[config.mk]
export PLATFORM = sky130hd
export DESIGN_NAME = comm_demux_router_flat
export DESIGN_NICKNAME = d
export VERILOG_FILES = /design/src/rtl/comm_pkg.sv /design/src/rtl/comm_demux_router_if.sv /design/src/rtl/comm_demux_router_onehot_dec_n.sv /design/src/rtl/comm_demux_router.sv /design/src/flat_wrapper.sv
export SDC_FILE = /design/constraint.sdc
export NUM_CORES = 1
export LEC_CHECK = 0
export ABC_CLOCK_PERIOD_IN_PS = 1300
export CORE_MARGIN = 10
export CORE_UTILIZATION = 30
export CTS_BUF_LIST = sky130_fd_sc_hd__clkbuf_8
export DETAILED_ROUTE_END_ITERATION = 10
export HOLD_SLACK_MARGIN = 0.1
export PLACE_DENSITY = 0.63
export SYNTH_ARGS = -nofsm -noshare
export SYNTH_HDL_FRONTEND = slang
export SYNTH_HIERARCHICAL = 1
export SYNTH_SLANG_ARGS = --single-unit
[constraint.sdc]
create_clock -name clk -period 1.3 [get_ports clk]
set_input_delay 0.325 -clock clk [delete_from_list [all_inputs] [get_ports clk]]
set_output_delay 0.325 -clock clk [all_outputs]
set_load 0.1 [all_outputs]
[src/rtl/comm_pkg.sv]
// Shared types and helpers for the comm channel router.
package comm_pkg;

    localparam int unsigned MAX_CH = 32;

    typedef enum logic {
        IDLE = 1'b0,
        HOLD = 1'b1
    } state_t;

    // n-bit one-hot of sel in the low bits; all zero when sel is out of range.
    function automatic logic [MAX_CH-1:0] onehot_of(input int unsigned sel, input int unsigned n);
        logic [MAX_CH-1:0] mask;
        mask = '0;
        if (sel < n && sel < MAX_CH) begin
            mask[sel] = 1'b1;
        end
        return mask;
    endfunction

endpackage

[src/rtl/comm_demux_router_if.sv]
// Upstream word handshake plus per-channel fan-out bus of the router.
interface comm_demux_router_if #(
    parameter int SEL_W  = 2,
    parameter int NUM_CH = 4,
    parameter int DATA_W = 8,
    parameter int CNT_W  = 8
) ();
    logic              in_valid;
    logic              in_ready;
    logic [SEL_W-1:0]  in_sel;
    logic              in_bcast;
    logic [DATA_W-1:0] in_data;
    logic [NUM_CH-1:0] out_valid;
    logic [NUM_CH-1:0] out_ready;
    logic [DATA_W-1:0] out_data;
    logic [NUM_CH-1:0] sel_onehot;
    logic              err_pulse;
    logic [CNT_W-1:0]  drop_cnt;

    modport master (
        output in_valid, in_sel, in_bcast, in_data, out_ready,
        input  in_ready, out_valid, out_data, sel_onehot, err_pulse, drop_cnt
    );

    modport slave (
        input  in_valid, in_sel, in_bcast, in_data, out_ready,
        output in_ready, out_valid, out_data, sel_onehot, err_pulse, drop_cnt
    );
endinterface

[src/rtl/comm_demux_router_onehot_dec_n.sv]
// Combinational select decoder for a channel count that need not be a power of two.
module onehot_dec_n #(
    parameter int SEL_W  = 2,
    parameter int NUM_CH = 4
) (
    input  logic [SEL_W-1:0]  sel,
    output logic [NUM_CH-1:0] onehot,
    output logic              in_range
);
    for (genvar gi = 0; gi < NUM_CH; gi++) begin : g_dec
        assign onehot[gi] = (sel == SEL_W'(gi));
    end

    // Selects at or above NUM_CH light no bit, which is exactly the drop case.
    assign in_range = |onehot;
endmodule

[src/rtl/comm_demux_router.sv]
// Registered channel router: holds one word until every targeted channel has taken it.
module comm_demux_router
    import comm_pkg::*;
#(
    parameter int SEL_W  = 2,
    parameter int NUM_CH = 4,
    parameter int DATA_W = 8,
    parameter int CNT_W  = 8
) (
    input  logic clk,
    input  logic rst,
    comm_demux_router_if.slave bus
);
    state_t            state_q, state_d;
    logic [NUM_CH-1:0] pend_q, pend_d;
    logic [DATA_W-1:0] data_q, data_d;
    logic [NUM_CH-1:0] sel_oh_q, sel_oh_d;
    logic              err_q, err_d;
    logic [CNT_W-1:0]  drop_q, drop_d;

    logic [NUM_CH-1:0] dec_onehot;
    logic              dec_in_range;
    logic              done;
    logic              accept;

    onehot_dec_n #(
        .SEL_W (SEL_W),
        .NUM_CH(NUM_CH)
    ) u_dec (
        .sel     (bus.in_sel),
        .onehot  (dec_onehot),
        .in_range(dec_in_range)
    );

    // Combinational out_ready -> in_ready path: lets a new word land in the
    // same cycle the last pending channel accepts (zero-bubble streaming).
    assign done   = (state_q == IDLE) || ((pend_q & ~bus.out_ready) == '0);
    assign accept = bus.in_valid & done;

    always_comb begin
        pend_d   = pend_q & ~bus.out_ready;
        data_d   = data_q;
        sel_oh_d = sel_oh_q;
        err_d    = 1'b0;
        drop_d   = drop_q;
        if (accept) begin
            if (bus.in_bcast) begin
                pend_d   = '1;
                sel_oh_d = '1;
                data_d   = bus.in_data;
            end else if (dec_in_range) begin
                pend_d   = dec_onehot;
                sel_oh_d = dec_onehot;
                data_d   = bus.in_data;
            end else begin
                pend_d   = '0;
                sel_oh_d = '0;
                err_d    = 1'b1;
                drop_d   = (drop_q == {CNT_W{1'b1}}) ? drop_q : drop_q + 1'b1;
            end
        end
        state_d = (pend_d != '0) ? HOLD : IDLE;
    end

    always_ff @(posedge clk or posedge rst) begin
        if (rst) begin
            state_q  <= IDLE;
            pend_q   <= '0;
            data_q   <= '0;
            sel_oh_q <= '0;
            err_q    <= 1'b0;
            drop_q   <= '0;
        end else begin
            state_q  <= state_d;
            pend_q   <= pend_d;
            data_q   <= data_d;
            sel_oh_q <= sel_oh_d;
            err_q    <= err_d;
            drop_q   <= drop_d;
        end
    end

    assign bus.in_ready   = done;
    assign bus.out_valid  = pend_q;
    assign bus.out_data   = data_q;
    assign bus.sel_onehot = sel_oh_q;
    assign bus.err_pulse  = err_q;
    assign bus.drop_cnt   = drop_q;
endmodule

[src/flat_wrapper.sv]
// flat-port wrapper written by rule: the top's interface ports become plain ports
module comm_demux_router_flat import comm_pkg::*;
#(
    parameter int SEL_W  = 2,
    parameter int NUM_CH = 4,
    parameter int DATA_W = 8,
    parameter int CNT_W  = 8
)
  (clk, rst, bus_in_valid, bus_in_sel, bus_in_bcast, bus_in_data, bus_out_ready, bus_in_ready, bus_out_valid, bus_out_data, bus_sel_onehot, bus_err_pulse, bus_drop_cnt);
  comm_demux_router_if #(.SEL_W(SEL_W), .NUM_CH(NUM_CH), .DATA_W(DATA_W), .CNT_W(CNT_W)) bus_i ();
  input  logic clk;
  input  logic rst;
  input wire logic [$bits(bus_i.in_valid)-1:0] bus_in_valid;
  input wire logic [$bits(bus_i.in_sel)-1:0] bus_in_sel;
  input wire logic [$bits(bus_i.in_bcast)-1:0] bus_in_bcast;
  input wire logic [$bits(bus_i.in_data)-1:0] bus_in_data;
  input wire logic [$bits(bus_i.out_ready)-1:0] bus_out_ready;
  output wire logic [$bits(bus_i.in_ready)-1:0] bus_in_ready;
  output wire logic [$bits(bus_i.out_valid)-1:0] bus_out_valid;
  output wire logic [$bits(bus_i.out_data)-1:0] bus_out_data;
  output wire logic [$bits(bus_i.sel_onehot)-1:0] bus_sel_onehot;
  output wire logic [$bits(bus_i.err_pulse)-1:0] bus_err_pulse;
  output wire logic [$bits(bus_i.drop_cnt)-1:0] bus_drop_cnt;
  assign bus_i.in_valid = bus_in_valid;
  assign bus_i.in_sel = bus_in_sel;
  assign bus_i.in_bcast = bus_in_bcast;
  assign bus_i.in_data = bus_in_data;
  assign bus_i.out_ready = bus_out_ready;
  assign bus_in_ready = bus_i.in_ready;
  assign bus_out_valid = bus_i.out_valid;
  assign bus_out_data = bus_i.out_data;
  assign bus_sel_onehot = bus_i.sel_onehot;
  assign bus_err_pulse = bus_i.err_pulse;
  assign bus_drop_cnt = bus_i.drop_cnt;
  comm_demux_router #(.SEL_W(SEL_W), .NUM_CH(NUM_CH), .DATA_W(DATA_W), .CNT_W(CNT_W)) u_core (.clk(clk), .rst(rst), .bus(bus_i));
endmodule
==> out/results.md <==
| Group | Result | Value |
|:---|:---|:---|
| finish | Final #Nets | 185 |
| clocking | CTS root buffer | sky130_fd_sc_hd__clkbuf_8 |
| worst setup path | Setup crit end kind | primary output |
| logic synthesis | Main synth FF type | sky130_fd_sc_hd__dfrtp_1 |
| floorplanning | Overall die width | 84.65 um |
| global routing | Number of global-route vias before repair | 1170 |
| worst setup path | Maximum fanout count along the critical path | 2 |
| global routing | Global-route congestion overflow total | 0 |
| logic synthesis | Most used standard cells in the synthesized netlist | sky130_fd_sc_hd__dfrtp_1 (26), sky130_fd_sc_hd__mux2_2 (10), sky130_fd_sc_hd__nand2_1 (8) |
| timing | Clock tree skew after final layout | 0.003507 ns |
| global routing | All-layer global routing usage | 0.1040 |
| worst setup path | Critical setup path kind | reg -> out |
| worst setup path | Required time at the worst-slack endpoint | 0.98 ns |
| floorplanning | Die boundary height | 84.65 um |
| worst setup path | Worst setup SP type | flip-flop |
| finish | Filler instances | 322 |
| logic synthesis | Post-Syn Area | 1254 um^2 |
| logic synthesis | Number of flip-flops and latches in the synthesized netlist | 26 |
| floorplanning | Starting density of the core | 0.3112 |
| timing | Final max-slew violation count | 0 |
| timing | Hold Worst Slack | 0.3791 ns |
| timing | Final critical delay including setup and external delays | 1.686 ns |
| clocking | Deepest clock path buffer count | 2 |
| logic synthesis | Post-synth top area share | 0.5190 |
| logic synthesis | Most frequent cell after synthesis | sky130_fd_sc_hd__dfrtp_1 |
| floorplanning | Ports placed on the boundary | 44 |
| floorplanning | Placement row count | 23 |
| global routing | Pin count of the biggest net entering global routing | 27 |
| finish | Area Overhead vs Synth | 89.22% |
| finish | Design Area, Final | 2372 um^2 |
| detailed routing | Number of design rule violations left after detail routing | 0 |
| clocking | TritonCTS buffer count | 3 |
| hold path | Hold/Removal Path Class | in -> async |
| timing | Max frequency | 593.3 MHz |
| logic synthesis | Async set-reset flop share out of synthesis | 1.000 |
| timing | RSZ-0062 raised after global routing | true |
| detailed routing | Avg WL per Cell | 16.80 um |
| timing | Ratio of final minimum period to clock period | 1.297 |
| worst setup path | Critical Path Start | u_core/bus.out_valid[3] |
| worst setup path | Data arrival time at the worst-slack endpoint | 1.36 ns |
| logic synthesis | Cell variety after synth | 36 |
| worst setup path | Startpoint of the most critical register-to-register path | u_core/bus.out_valid[3] |
| finish | Final antenna diode count | 0 |
| finish | Fraction of final layout cells sized beyond drive strength 1 | 0.5697 |
| placement | Dpl hpwl | 2673 um |
| logic synthesis | Cell types with the largest area share after synthesis | sky130_fd_sc_hd__dfrtp_1 (52%), sky130_fd_sc_hd__mux2_2 (9.0%), sky130_fd_sc_hd__nand2b_4 (3.3%), sky130_fd_sc_hd__a2bb2oi_1 (2.8%), sky130_fd_sc_hd__xor2_1 (2.8%) |
| clocking | H-tree level count | 1 |
| floorplanning | Total Die Area | 7165 um^2 |
| detailed routing | First-iteration detailed-routing DRC count | 32 |
| logic synthesis | Post-synth EDFFs | 0 |
| outcome | Failing checks | negative setup slack |
| timing | Final hold violations | 0 |
| clocking | CTS hold repair buffers | 0 |
| timing | Final-report setup violation count | 21 |
| clocking | Clock Latency Late Sink | 0.27 ns |
| logic synthesis | Seq/Total Area, Yosys | 0.5190 |
| clocking | Clock-pin slew reported for the worst setup and hold paths after clock tree synthesis | 0.09 ns |
| logic synthesis | Mean post-synth cell area | 12.54 um^2 |
| detailed routing | Iteration count of the initial detailed-routing pass | 4 |
| logic synthesis | Synth warn | 6 |
| clocking | Clock tree from TritonCTS | built |
| placement | Pre-CTS setup slack | -0.7229 ns |
| logic synthesis | Net Count, Synth | 119 |
| detailed routing | Number of vias after detailed routing | 1032 |
| detailed routing | Sum of routed wire length over all layers | 3612 um |
| detailed routing | Vias per cell | 4.800 |
| placement | Count of input and output buffers | 43 |
| global routing | Wire length of the first global-routing pass | 6147 um |
| placement | Placed standard-cell area | 2153 um^2 |
| timing | Setup WS post-layout | -0.3856 ns |
| floorplanning | Core ar. | 4029 um^2 |
| global routing | Antenna violations before repair | 0 |
| job | Number of max-cap violations | 0 |
| logic synthesis | Top cell type by total area after synthesis | sky130_fd_sc_hd__dfrtp_1 |
| outcome | Result of the run | complete, but fails checks |
| detailed routing | Final antenna-violating net count | 0 |
| logic synthesis | Post-Syn Instances | 100 |
| placement | RD Place Congestion | 0.8105 |
| clocking | Total number of clock tree sinks | 26 |
[flip-flops by register name (all words and copies together) (netlist names)]
| signal | count |
|---|---|
| u_core/bus.sel_onehot | 4 |
| u_core/state_q | 1 |
| u_core/bus.out_data | 8 |
| u_core/bus.drop_cnt | 8 |
| u_core/bus.out_valid | 4 |
| u_core/bus.err_pulse | 1 |
[path summary, 6_finish.rpt]
path / endpoint / slack, ns / depth (start not counted)
worst max-delay path: bus_in_ready / -0.39 / 4
worst min-delay path: u_core/bus.out_valid[0] / 0.38 / 3
worst max register to register: u_core/bus.out_data[1] / -0.38 / 6
worst min register to register: u_core/bus.out_data[2] / 0.58 / 1
max in group asynchronous: u_core/bus.drop_cnt[0] / 0.75 / 3
min in group clk: u_core/bus.sel_onehot[0] / 0.58 / 4
[through the flow]
| step | utilization | TNS [ns] | instances |
|---|---|---|---|
| after floorplan | - | -7.618 | 100 |
| after global placement | 0.5345 | -11.06 | 203 |
| after detailed placement | 0.5345 | -11.78 | 203 |
| after CTS | 0.5829 | -6.593 | 215 |
| after global routing | 0.5888 | -7.158 | 215 |
| final | 0.5888 | -5.747 | 215 |
[worst max-delay path, stage by stage, from the launching register on]
cell and delay [ns]:
sky130_fd_sc_hd__dfrtp_4 0.43, sky130_fd_sc_hd__nand2b_4 0.07, sky130_fd_sc_hd__a41oi_4 0.27, sky130_fd_sc_hd__clkinvlp_4 0.15, sky130_fd_sc_hd__buf_12 0.18
[per-layer routing]
metal,part of all wire,up-vias,track usage
li1,-,489,-
met1,0.39,504,0.1132
met2,0.53,35,0.1826
met3,0.057,4,0.03188
met4,0.017,0,0.04192
met5,0,-,0
[placed cells by master, fill, tap and decap left out, drive strengths merged]
cell type,instances
and3,2
nand2b,6
xor2,4
clkbuf,3
bufinv,1
conb,1
or4b,1
a21oi,2
xnor2,1
clkdlybuf4s50,11
and4b,1
or4,1
inv,2
clkinvlp,1
and2b,2
nand2,8
buf,46
a41oi,1
nor2b,1
nand4,3
ha,1
and2,1
o21ai,1
nor3,3
nor2,5
a22oi,4
dfrtp,26
a2bb2oi,4
o2111ai,1
a211oi,1
mux2,11
dlygate4sd2,6
nor3b,3
[cells by family after synthesis]
kind of cell    share of synthesized area
simple gates                       0.2086
buf+inv                           0.02395
compound gates                    0.09880
xor+xnor                          0.03493
flops                              0.5190
fa+ha+maj                        0.009978
other cells                      0.002991
mux                                0.1018
[what timing repair did]
action	in CTS	in global routing
pin swaps	5	3
setup buffers	8	3
endpoints found under the setup margin	22	27
resized for setup	23	12
[cell type report]
| cell class | count | area [um^2] | area share |
|---|---|---|---|
| repair buffers | 63 | 877.1 | 0.3697 |
| flip-flops and latches | 26 | 673.1 | 0.2838 |
| multi-input cells | 69 | 673.1 | 0.2838 |
| well taps | 50 | 62.56 | 0.02637 |
| clock buffers | 3 | 41.29 | 0.01741 |
| clock inverters | 1 | 30.03 | 0.01266 |
| inverters | 3 | 15.01 | 0.006329 |
Power is not shown: default switching activity piles up to over one toggle a cycle in this logic, so the estimate is an artifact.
